`config.mk`:
```
export PLATFORM = sky130hd
export DESIGN_NAME = spoon_serial_tx
export DESIGN_NICKNAME = d
export VERILOG_FILES = /design/src/rtl/spoon_serial_tx.sv
export SDC_FILE = /design/constraint.sdc
export NUM_CORES = 1
export LEC_CHECK = 0
export ABC_CLOCK_PERIOD_IN_PS = 3700
export BUFFER_PORTS_ARGS = -buffer_cell sky130_fd_sc_hd__buf_2
export CAP_MARGIN = 30
export CORE_UTILIZATION = 63
export CTS_BUF_LIST = sky130_fd_sc_hd__clkbuf_4 sky130_fd_sc_hd__clkbuf_8
export DETAILED_ROUTE_END_ITERATION = 8
export GPL_ROUTABILITY_DRIVEN = 0
export GPL_TIMING_DRIVEN = 0
export HOLD_SLACK_MARGIN = 0.12
export PLACE_DENSITY = 0.91
export SLEW_MARGIN = 20
export SYNTH_ARGS = -nofsm -noshare
export SYNTH_HDL_FRONTEND = slang
export SYNTH_SLANG_ARGS = --single-unit
export TNS_END_PERCENT = 50
```
`constraint.sdc`:
```
create_clock -name clk -period 3.7 [get_ports clk]
set_clock_uncertainty 0.05 [all_clocks]
set_input_delay 0.74 -clock clk [delete_from_list [all_inputs] [get_ports clk]]
set_output_delay 0.74 -clock clk [all_outputs]
set_load 0.05 [all_outputs]
```
`src/rtl/spoon_serial_tx.sv`:
```
// -----------------------------------------------------------------------------
// spoon_serial_tx
//
// Purpose:
//   Drains the maneuvering device's bytestream (0xCA id byte, 3-byte pointer
//   frames) into a small FIFO and serialises it as 8N1 asynchronous UART on a
//   single line. It models the pointing-device TXD wire that feeds the slave
//   controller's UART receiver. The bit period follows the same overclock
//   selection as the producer, so the producer byte rate and the line rate match
//   exactly.
//
// Parameters:
//   CLKS_PER_BIT     clk cycles per bit in normal mode (30 MHz / 1200 baud)
//   CLKS_PER_BIT_OC  clk cycles per bit when overclock is selected
//   FIFO_DEPTH       byte entries; power of two, >= 2
//
// Ports:
//   clk         in   1   system clock
//   reset       in   1   asynchronous assert, active-high reset
//   in_write    in   1   byte strobe from producer (no backpressure)
//   in_data     in   8   byte accompanying in_write
//   rts         in   1   level; high = flush FIFO, abort frame, hold line idle
//   overclock   in   1   selects CLKS_PER_BIT_OC for the next frame started
//   txd         out  1   serial line, idle high, LSB first
//   busy        out  1   frame on the line or FIFO non-empty (registered)
//   overflow    out  1   sticky: a byte was dropped because the FIFO was full
//
// Optional feature (macro SPOON_TX_STATS_EN):
//   tx_count    out  16  frames fully sent, wraps
//   drop_count  out  8   bytes dropped on a full FIFO, saturates at 0xFF
//   Both counters are cleared by reset only, not by rts.
// -----------------------------------------------------------------------------
module spoon_serial_tx #(
    parameter int CLKS_PER_BIT    = 25000,
    parameter int CLKS_PER_BIT_OC = 20000,
    parameter int FIFO_DEPTH      = 4
) (
    input  logic        clk,
    input  logic        reset,
    input  logic        in_write,
    input  logic [7:0]  in_data,
    input  logic        rts,
    input  logic        overclock,
    output logic        txd,
    output logic        busy,
    output logic        overflow
`ifdef SPOON_TX_STATS_EN
    ,
    output logic [15:0] tx_count,
    output logic [7:0]  drop_count
`endif
);

    localparam int MAX_CLKS = (CLKS_PER_BIT > CLKS_PER_BIT_OC) ? CLKS_PER_BIT : CLKS_PER_BIT_OC;
    localparam int CNT_W    = $clog2(MAX_CLKS + 1);
    localparam int AW       = $clog2(FIFO_DEPTH);

    localparam logic [CNT_W-1:0] PERIOD_NORMAL = CNT_W'(CLKS_PER_BIT);
    localparam logic [CNT_W-1:0] PERIOD_OC     = CNT_W'(CLKS_PER_BIT_OC);
    localparam logic [CNT_W-1:0] CNT_ONE       = CNT_W'(1);
    localparam logic [AW:0]      PTR_ONE       = (AW + 1)'(1);

    typedef enum logic [1:0] {
        S_IDLE,
        S_START,
        S_DATA,
        S_STOP
    } state_t;

    state_t           state_q, state_d;
    logic [CNT_W-1:0] cnt_q, cnt_d;         // clocks elapsed in the current bit
    logic [CNT_W-1:0] period_q, period_d;   // bit period latched at frame start
    logic [2:0]       idx_q, idx_d;         // data bit index
    logic [7:0]       shift_q, shift_d;
    logic [AW:0]      rd_ptr_q, rd_ptr_d;
    logic [AW:0]      wr_ptr_q, wr_ptr_d;
    logic             overflow_q, overflow_d;
    logic             txd_q, txd_d;
    logic             busy_q, busy_d;

    logic [7:0]       mem_q [FIFO_DEPTH];
    logic [7:0]       head_data;
    logic             fifo_empty;
    logic             fifo_full;
    logic             bit_end;
    logic             pop;
    logic             push;
    logic             drop;

    // Pointers carry one extra MSB so that full and empty are distinguishable
    // when the address bits coincide.
    assign fifo_empty = (rd_ptr_q == wr_ptr_q);
    assign fifo_full  = (rd_ptr_q[AW-1:0] == wr_ptr_q[AW-1:0]) && (rd_ptr_q[AW] != wr_ptr_q[AW]);
    assign head_data  = mem_q[rd_ptr_q[AW-1:0]];
    assign bit_end    = (cnt_q == (period_q - CNT_ONE));

    always_comb begin
        state_d    = state_q;
        cnt_d      = cnt_q;
        period_d   = period_q;
        idx_d      = idx_q;
        shift_d    = shift_q;
        rd_ptr_d   = rd_ptr_q;
        wr_ptr_d   = wr_ptr_q;
        overflow_d = overflow_q;
        txd_d      = 1'b1;
        pop        = 1'b0;
        push       = 1'b0;
        drop       = 1'b0;
        // busy reflects the state and FIFO as they stood before this edge,
        // so it trails its cause by one cycle.
        busy_d     = (state_q != S_IDLE) || !fifo_empty;

        if (rts) begin
            // Abort anything in flight, even mid-bit, and discard queued bytes.
            state_d    = S_IDLE;
            cnt_d      = '0;
            idx_d      = '0;
            rd_ptr_d   = '0;
            wr_ptr_d   = '0;
            overflow_d = 1'b0;
        end else begin
            case (state_q)
                S_IDLE: begin
                    txd_d = 1'b1;
                    if (!fifo_empty) begin
                        pop = 1'b1;
                    end
                end
                S_START: begin
                    txd_d = 1'b0;
                    if (bit_end) begin
                        state_d = S_DATA;
                        cnt_d   = '0;
                    end else begin
                        cnt_d = cnt_q + CNT_ONE;
                    end
                end
                S_DATA: begin
                    txd_d = shift_q[0];
                    if (bit_end) begin
                        shift_d = {1'b0, shift_q[7:1]};
                        cnt_d   = '0;
                        if (idx_q == 3'd7) begin
                            state_d = S_STOP;
                            idx_d   = '0;
                        end else begin
                            idx_d = idx_q + 3'd1;
                        end
                    end else begin
                        cnt_d = cnt_q + CNT_ONE;
                    end
                end
                S_STOP: begin
                    txd_d = 1'b1;
                    if (bit_end) begin
                        cnt_d = '0;
                        // Chain straight into the next start bit when data is
                        // waiting, keeping frames back-to-back on the line.
                        if (!fifo_empty) begin
                            pop = 1'b1;
                        end else begin
                            state_d = S_IDLE;
                        end
                    end else begin
                        cnt_d = cnt_q + CNT_ONE;
                    end
                end
                default: begin
                    state_d = S_IDLE;
                    cnt_d   = '0;
                    idx_d   = '0;
                end
            endcase

            if (pop) begin
                shift_d  = head_data;
                period_d = overclock ? PERIOD_OC : PERIOD_NORMAL;
                state_d  = S_START;
                cnt_d    = '0;
                idx_d    = '0;
                rd_ptr_d = rd_ptr_q + PTR_ONE;
            end

            // A pop on the same edge frees the slot a full FIFO would refuse.
            push = in_write && (!fifo_full || pop);
            drop = in_write && !push;
            if (push) begin
                wr_ptr_d = wr_ptr_q + PTR_ONE;
            end
            if (drop) begin
                overflow_d = 1'b1;
            end
        end
    end

    always_ff @(posedge clk or posedge reset) begin
        if (reset) begin
            state_q    <= S_IDLE;
            cnt_q      <= '0;
            period_q   <= PERIOD_NORMAL;
            idx_q      <= '0;
            shift_q    <= '0;
            rd_ptr_q   <= '0;
            wr_ptr_q   <= '0;
            overflow_q <= 1'b0;
            txd_q      <= 1'b1;
            busy_q     <= 1'b0;
        end else begin
            state_q    <= state_d;
            cnt_q      <= cnt_d;
            period_q   <= period_d;
            idx_q      <= idx_d;
            shift_q    <= shift_d;
            rd_ptr_q   <= rd_ptr_d;
            wr_ptr_q   <= wr_ptr_d;
            overflow_q <= overflow_d;
            txd_q      <= txd_d;
            busy_q     <= busy_d;
        end
    end

    // Storage holds no control state, so it needs no reset.
    always_ff @(posedge clk) begin
        if (push) begin
            mem_q[wr_ptr_q[AW-1:0]] <= in_data;
        end
    end

    assign txd      = txd_q;
    assign busy     = busy_q;
    assign overflow = overflow_q;

`ifdef SPOON_TX_STATS_EN
    logic        frame_done;
    logic [15:0] tx_count_q, tx_count_d;
    logic [7:0]  drop_count_q, drop_count_d;

    // A frame counts only if its stop bit ran to completion without an abort.
    assign frame_done = !rts && (state_q == S_STOP) && bit_end;

    always_comb begin
        tx_count_d   = tx_count_q;
        drop_count_d = drop_count_q;
        if (frame_done) begin
            tx_count_d = tx_count_q + 16'd1;
        end
        if (drop && (drop_count_q != 8'hFF)) begin
            drop_count_d = drop_count_q + 8'd1;
        end
    end

    always_ff @(posedge clk or posedge reset) begin
        if (reset) begin
            tx_count_q   <= '0;
            drop_count_q <= '0;
        end else begin
            tx_count_q   <= tx_count_d;
            drop_count_q <= drop_count_d;
        end
    end

    assign tx_count   = tx_count_q;
    assign drop_count = drop_count_q;
`endif

endmodule

```
==> results, run 1 <==
- The per-cell routed wire length is 17.1 um.
- The fraction of registers with async set or reset after synthesis is 0.549.
- Across every metal layer, demand over resource in global routing totals 0.255.
- The count of endpoints failing hold in the final timing report is 0.
- The cell chosen for the clock root is clkbuf_8.
- Across the run, the number of max-cap violations was 0.
- In the routed design, unresolved DRC markers number 0.
- The die covers 0.00572 mm^2.
- The share of the cycle needed by the critical path after routing is 0.797.
- The number of nets produced by synthesis is 294.
- The filler cells instantiated in the layout total 324.
- After legalization and detailed placement, the total HPWL measured 4350 um.
- The count of pins over their slew limit came to 0.
- STA classifies the critical path endpoint as a flip-flop.
- The floorplan step defined a core boundary enclosing 0.00517 mm^2.
- The type of the worst setup path is flip-flop to flip-flop.
- In this run the deepest clock path goes through 2 buffers.
- The max-slew headroom at the worst pin is 0.514.
- The flow ran to the end, and the final reports show no timing, DRC or antenna violations.
- Counting flops and latches in the post-synthesis netlist gives 71.
- The detail route stage leaves a number of antenna-violating nets equal to 0.
- The clock network power share is 0.267.
- The number of antenna violations at the first check in global routing came to 0.
- The count of H-tree levels built during CTS is 3.
- For this run, the register share of the synthesized area comes to 0.568.
- The standard-cell row count is 26.
- The count of placed standard cells including taps is 353.
- During synthesis, Yosys emitted a total of 0 warnings.
- Setup repair after global routing left no endpoint under its margin.
- The initial utilization of the core area, before any placement, comes to 0.660.
- Setup violations remaining at the end of the flow were counted as 0.
- Gates resized during post-CTS repair numbered 0.
- The net switching power is 0.754 mW.
- The number of different library cells used by synthesis comes to 57.
- The final global-route overflow total is 0.
- After clock tree synthesis, the setup repair step added 0 buffers.
- Data on the critical path arrives at its endpoint at 2900 ps.
- Subtracting the final worst setup slack from the clock period gives 2950 ps.
- The aggregate routed wire length is 6320 um.
- For this run, the leading register cell type out of synthesis is dfrtp_1.
- The largest vdd supply drop is 0.366 mV.
- Along the worst path, the maximum fanout reaches 8.
- Of the cells placed in the final design, the portion with a size suffix greater than 1 is 0.214.
- For this design the static power due to leakage is 1.58 nW.
- The number of buffer cells added on primary ports is 15.
- The clock tree from TritonCTS is done.
- The clock latency on the worst-skew pair is 350 ps.
- Counting flops with a built-in enable in the synthesized netlist gives 32.
- The switching power as a share of total power is 0.331.
- The detailed-routing iteration count for the pre-antenna-repair pass is 4.
- The wire length of the first global-routing pass is 10200 um.
- Using the TritonRoute via totals, the vias-per-cell ratio works out to 5.87.
- In this run the cell area of the synthesized design comes to 0.00341 mm^2.
- Power spread over the standard cell area amounts to 602 mW/mm^2.
- The clock-pin transition on the worst setup and hold timing paths is 80 ps.
- The class of the worst hold path is primary input to async pin.
- The y dimension of the die is 75.6 um.
- The number of sinks handled by clock tree synthesis is 71.
- The internal power component is 1.53 mW.
- After the first detailed-routing iteration, the DRC count stood at 154.
- The summed negative setup slack over all endpoints is 0 ps.
- Of the total power, combinational logic draws 0.294.
- The kind of launch point of the worst setup path is a flip-flop.
- The post-synthesis to final-layout area growth is 11.1%.
- The number of vias after detailed routing is 2166.
- The non-filler instance count after layout is 369.
- 16 I/O pins were placed.
- Derived from the worst setup path, the maximum achievable clock frequency is 339 MHz.
- In this run, CTS created clock tree buffers numbering 9.
- The die width is 75.6 um.
- The via count of the first global-routing pass is 2123.
- STA puts the critical path data required time at 3650 ps.
- The maximum number of pins on one net before global-route repair is 27.
- The slew at the pin with the worst max-slew slack is 726 ps.
- The final layout net count is 321.
- The number of diodes added for antenna fixing is 0.
- The part of the total power dissipated in sequential elements is 0.439.
- The average instance area after synthesis is 12.8 um^2.
- Hold repair after CTS inserted 0 buffers.
- After technology mapping, the gate count stands at 267.
power by group through the flow:
| stage | sequential [mW] | combinational (mW) | clock, mW |
|---|---|---|---|
| finish | 1.00 | 0.670 | 0.610 |
| global route | 1.01 | 0.740 | 0.643 |
| CTS | 0.999 | 0.668 | 0.617 |
| detailed placement | 1.01 | 0.663 | 0 |
| global placement | 1.01 | 0.642 | 0 |
| floorplan | 1.03 | 0.495 | 0 |
final cells by class:
type	instances	area (um^2)	share of cell area
buffer	9	56.3	0.0149
multi-input combinational	174	1370	0.361
clock inverter	7	71.3	0.0188
inverter	13	48.8	0.0129
sequential	71	1940	0.512
tap	70	87.6	0.0231
clock buffer	9	124	0.0327
timing repair buffer	16	95.1	0.0251
synthesized netlist by cell type, types with 3 or more instances:
cell type,count,share of area
dfrtp_1,37,0.27
edfxtp_1,32,0.28
nor2_1,32,0.035
nand2_1,20,0.022
ha_1,14,0.051
inv_1,13,0.014
xor2_1,10,0.026
and3_1,9,0.016
mux4_2,8,0.053
xnor2_1,8,0.021
a21oi_1,7,0.010
a221o_1,7,0.021
nand4_1,6,0.011
mux2i_1,5,0.015
nand3_1,4,0.0059
a31oi_1,3,0.0055
buf_2,3,0.0044
clkbuf_1,3,0.0033
o21a_1,3,0.0066
metal layers:
metal | vias to the layer above | wire, um | GRT usage
met5 | - | 0 | 0
met4 | 0 | 127 | 0.105
met3 | 14 | 271 | 0.0767
met2 | 57 | 3230 | 0.411
met1 | 1067 | 2700 | 0.325
li1 | 1028 | - | -
state kept, by name (all words and copies together) (netlist names):
signal,cells
cnt_q,15
period_q,2
state_q,2
txd,1
rd_ptr_q,3
idx_q,3
overflow,1
busy,1
mem_q,32
shift_q,8
wr_ptr_q,3
logic make-up (layout without fill, tap and decap cells):
| family | after synthesis | count (layout) | synth area share |
|---|---|---|---|
| AO/OA/AOI/OAI | 38 | 38 | 0.0964 |
| adder cells (fa/ha/maj) | 14 | 14 | 0.0513 |
| AND/OR/NAND/NOR | 89 | 89 | 0.133 |
| flip-flops | 71 | 71 | 0.568 |
| buffers and inverters | 22 | 54 | 0.0308 |
| multiplexers | 15 | 15 | 0.0740 |
| XOR/XNOR | 18 | 18 | 0.0462 |
critical path, stage by stage, from the launching register on:
cell       delay [ps]
dfrtp_1           440
or4_4             580
a2111oi_0         390
o21ai_1           200
a31oi_2           450
and3_1            490
layout by cell type (no fill, tap or decap), types with 8 or more instances in the layout:
master / count
and3_1: 9
xor2_1: 10
xnor2_1: 8
nor2_1: 32
ha_1: 14
clkbuf_8: 9
buf_2: 18
nand2_1: 20
mux4_2: 8
dfrtp_1: 37
edfxtp_1: 32
inv_1: 12
through the flow:
step	util	area [um^2]	total power [mW]	hold WS (ps)	setup slack, ps
6_report	0.733	3790	2.28	288	750
5_1_grt	0.733	3790	2.40	305	547
4_1_cts	0.733	3790	2.28	284	717
3_5_place_dp	0.695	3600	1.67	446	704
3_3_place_gp	0.691	3580	1.65	434	808
2_1_floorplan	-	3410	1.53	412	1110
path summary, 6_finish.rpt:
kind	start	to	slack (ps)	cells past startpoint
max	cnt_q[9]	mem_q[0][3]	750	5
min in group clk	period_q[8]	period_q[8]	460	2
max reg2reg	cnt_q[9]	mem_q[0][3]	750	5
min reg2reg	period_q[8]	period_q[8]	460	2
min	reset	state_q[1]	290	2
max in group asynchronous	reset	txd	2800	3
Note: power is estimated with default switching activity, not from simulation.
==> run 2, diff against run 1 <==
Settings changed: ABC_CLOCK_PERIOD_IN_PS 3700 to 2700, CORE_UTILIZATION 63 to 57, PLACE_DENSITY 0.91 to 0.88.
Clock period 3.7 ns to 2.7 ns, I/O delays scaled along.
==> results, run 2 (same netlist as run 1, synthesis figures left out) <==
- Summing all multi-input logic gate instances after layout gives 0.00141 mm^2.
- The count of routing violations after the opening detailed-route iteration is 157.
- STA classifies the critical path startpoint as a flip-flop.
- The register with the most flip-flops in the layout has 32 of them.
- Entering global routing, the biggest net connects 35 pins.
- The combined flip-flop and latch cell area is 0.00194 mm^2.
- The power density of the placed cells is 798 mW/mm^2.
- Of the cells placed in the final design, the portion with a size suffix greater than 1 is 0.245.
- The share of total power dissipated in combinational logic is 0.305.
- The class of the worst hold path is primary input to flip-flop.
- VDD sags by at most 0.559 mV.
- The die covers 0.00630 mm^2.
- The most critical setup path has its endpoint at state_q[0].
- Walking the worst path, the cells encountered are or4_4, a2111oi_4, o21ai_2, a211o_2, a31oi_1, mux2_1.
- The worst-path cell with the longest stage delay is or4_4.
- Data arrives at the worst endpoint at 2810 ps.
- Of all nets on the critical path, the largest fanout is 7.
- The highest clock rate is 381 MHz.
- The via count of the first global-routing pass came to 2274.
- For the worst flop-to-flop path, the logic depth is 6.
- The y dimension of the die is 79.4 um.
- During placement, the flow inserted port buffers numbering 15.
- The flow ran to the end, and the final reports show no timing, DRC or antenna violations.
- In this run the register-to-register setup slack is 70 ps.
- The initialized floorplan defines 27 standard-cell rows.
- Setup violations remaining at the end of the flow were counted as 0.
- After detailed routing, the total wire length is 6230 um.
- The detailed-routing iteration count for the pre-antenna-repair pass is 4.
- The most frequent standard cell in the layout excluding fill and tap cells is dfrtp_1.
- The clock network power share is 0.249.
- The wire length of the first global-routing pass is 10700 um.
- Setup repair after global routing could not meet its margin everywhere.
- Grouping stages by cell kind, the critical path spends the most delay in compound AO/OA/AOI/OAI gates.
- The final HPWL from detailed placement is 4380 um.
- The per-cell routed wire length is 16.7 um.
- The critical path crosses 6 cells after its start point.
- Across all hold checks on the routed design, the worst slack comes to 317 ps.
- The library cells used most frequently in the layout, excluding fill and tap cells, are 37 x dfrtp_1, 32 x nor2_1, 32 x edfxtp_1, 20 x nand2_1, 18 x buf_2.
- The minimum clock period is 2630 ps.
- The number of vias per cell is 5.95.
- The CTS buffer count is 9.
- The count of endpoints failing hold in the final timing report was 0.
- The reg-to-reg critical path startpoint is cnt_q[9].
- Measured against its own limit, the worst slew margin works out to 0.590.
- The floorplan step defined a core boundary enclosing 0.00564 mm^2.
- The number of antenna violations at the first check in global routing is 0.
- The H-tree was split into 3 levels.
- Max-cap violations in this run came to 0.
- The clock latency on the worst-skew pair is 350 ps.
- Of the total power, registers draw 0.446.
- The analysis attributes to cell leakage a power of 1.58 nW.
- The critical path launch point is cnt_q[9].
- Clock-pin slew was measured on the worst setup and hold paths at 90 ps.
- The final layout net count is 324.
- TritonCTS built the clock tree.
- The type of the worst setup path is flip-flop to flip-flop.
- The count of pins over their slew limit is 0.
- In the routed design, unresolved DRC markers number 0.
- The count of pins on the block boundary is 16.
- The initial cell density of the core is 0.605.
- The net switching power is 1.05 mW.
- The longest individual stage delay on the worst path is 590 ps.
- The die width is 79.4 um.
- The final worst setup slack is 71.9 ps.
- Compared with the post-synthesis result, the final layout area differs by 12.6%.
- Dividing the final minimum period by the clock period gives 0.973.
- Fill cells in the final layout number 393.
- The number of antenna diodes in the final layout is 0.
- Data on the critical path is required at its endpoint by 2890 ps.
- The deepest clock path buffer count is 2.
- The switching power as a share of total power is 0.342.
- In the global route stage, overall resource usage came out at 0.236.
- The endpoint of the lowest-slack register-to-register path is state_q[0].
- The remaining number of nets flagged by the antenna check after routing is 0.
- OpenSTA, run right after detailed placement, puts the worst setup slack at -331 ps.
- Counting every sink on the clock net gives 71.
- The number of vias after detailed routing is 2225.
- For the pin with the worst max-slew slack, the measured transition is 614 ps.
- The worst path buffer plus inverter count is 0.
- CTS placed an instance of clkbuf_8 at the clock tree root.
- Summed over all layers, the global routing overflow is 0.
- The summed negative setup slack over all endpoints is 0 ps.
- The internal power component is 2.02 mW.
- STA classifies the critical path endpoint as a flip-flop.
==> run 2: cell count changes in the layout (fill, tap and decap cells not counted), moves of 2 or more <==
cell | previous run | this run
and3_1 | 9 | 5
and3_4 | 0 | 4
buf_4 | 1 | 3
clkinv_4 | 0 | 2
==> run 2: repair_timing <==
item	in CTS	in global routing
endpoints found under the hold margin	5	0
pin swaps	1	1
hold buffers	1	0
buffers inserted	2	0
gates resized for setup	8	6
endpoints found under the setup margin	32	54
==> run 2: worst min path at each step <==
stage,slack [ps],to,cells after the start,from
after floorplan,410,period_q[8],2,period_q[8]
after global placement,430,shift_q[7],1,shift_q[7]
after detailed placement,390,cnt_q[9],2,reset
after CTS,310,period_q[8],2,overclock
after global routing,300,period_q[8],2,overclock
final,320,period_q[8],2,overclock
==> run 2: stage by stage <==
stage                     std cells  utilization  power [mW]  instance area (um^2)
after floorplan                 267            -        2.09                  3410
after global placement          354        0.634        2.25                  3580
after detailed placement        355        0.638        2.30                  3600
after CTS                       374        0.678        3.07                  3830
after global routing            374        0.682        3.26                  3840
final                           374        0.682        3.07                  3840
==> run 2: routing by layer <==
layer | up-vias | GRT usage | share of wire | wire length (um)
li1 | 1045 | - | - | -
met1 | 1114 | 0.286 | 0.43 | 2680
met2 | 54 | 0.385 | 0.51 | 3150
met3 | 12 | 0.0811 | 0.043 | 271
met4 | 0 | 0.0982 | 0.021 | 129
met5 | - | 0 | 0 | 0
==> run 2: area by class of cell <==
class,count,area share
flip-flops and latches,71,0.504
plain buffers,9,0.0150
clock inverters,7,0.0143
multi-input cells,174,0.367
clock buffers,9,0.0322
repair buffers,19,0.0312
inverters,13,0.0127
well taps,72,0.0234
==> run 2: power by group through the flow <==
stage	logic [mW]	registers (mW)	clock network, mW
global route	1.04	1.39	0.826
CTS	0.924	1.37	0.776
global placement	0.875	1.38	0
finish	0.935	1.37	0.763
detailed placement	0.910	1.39	0
floorplan	0.678	1.41	0
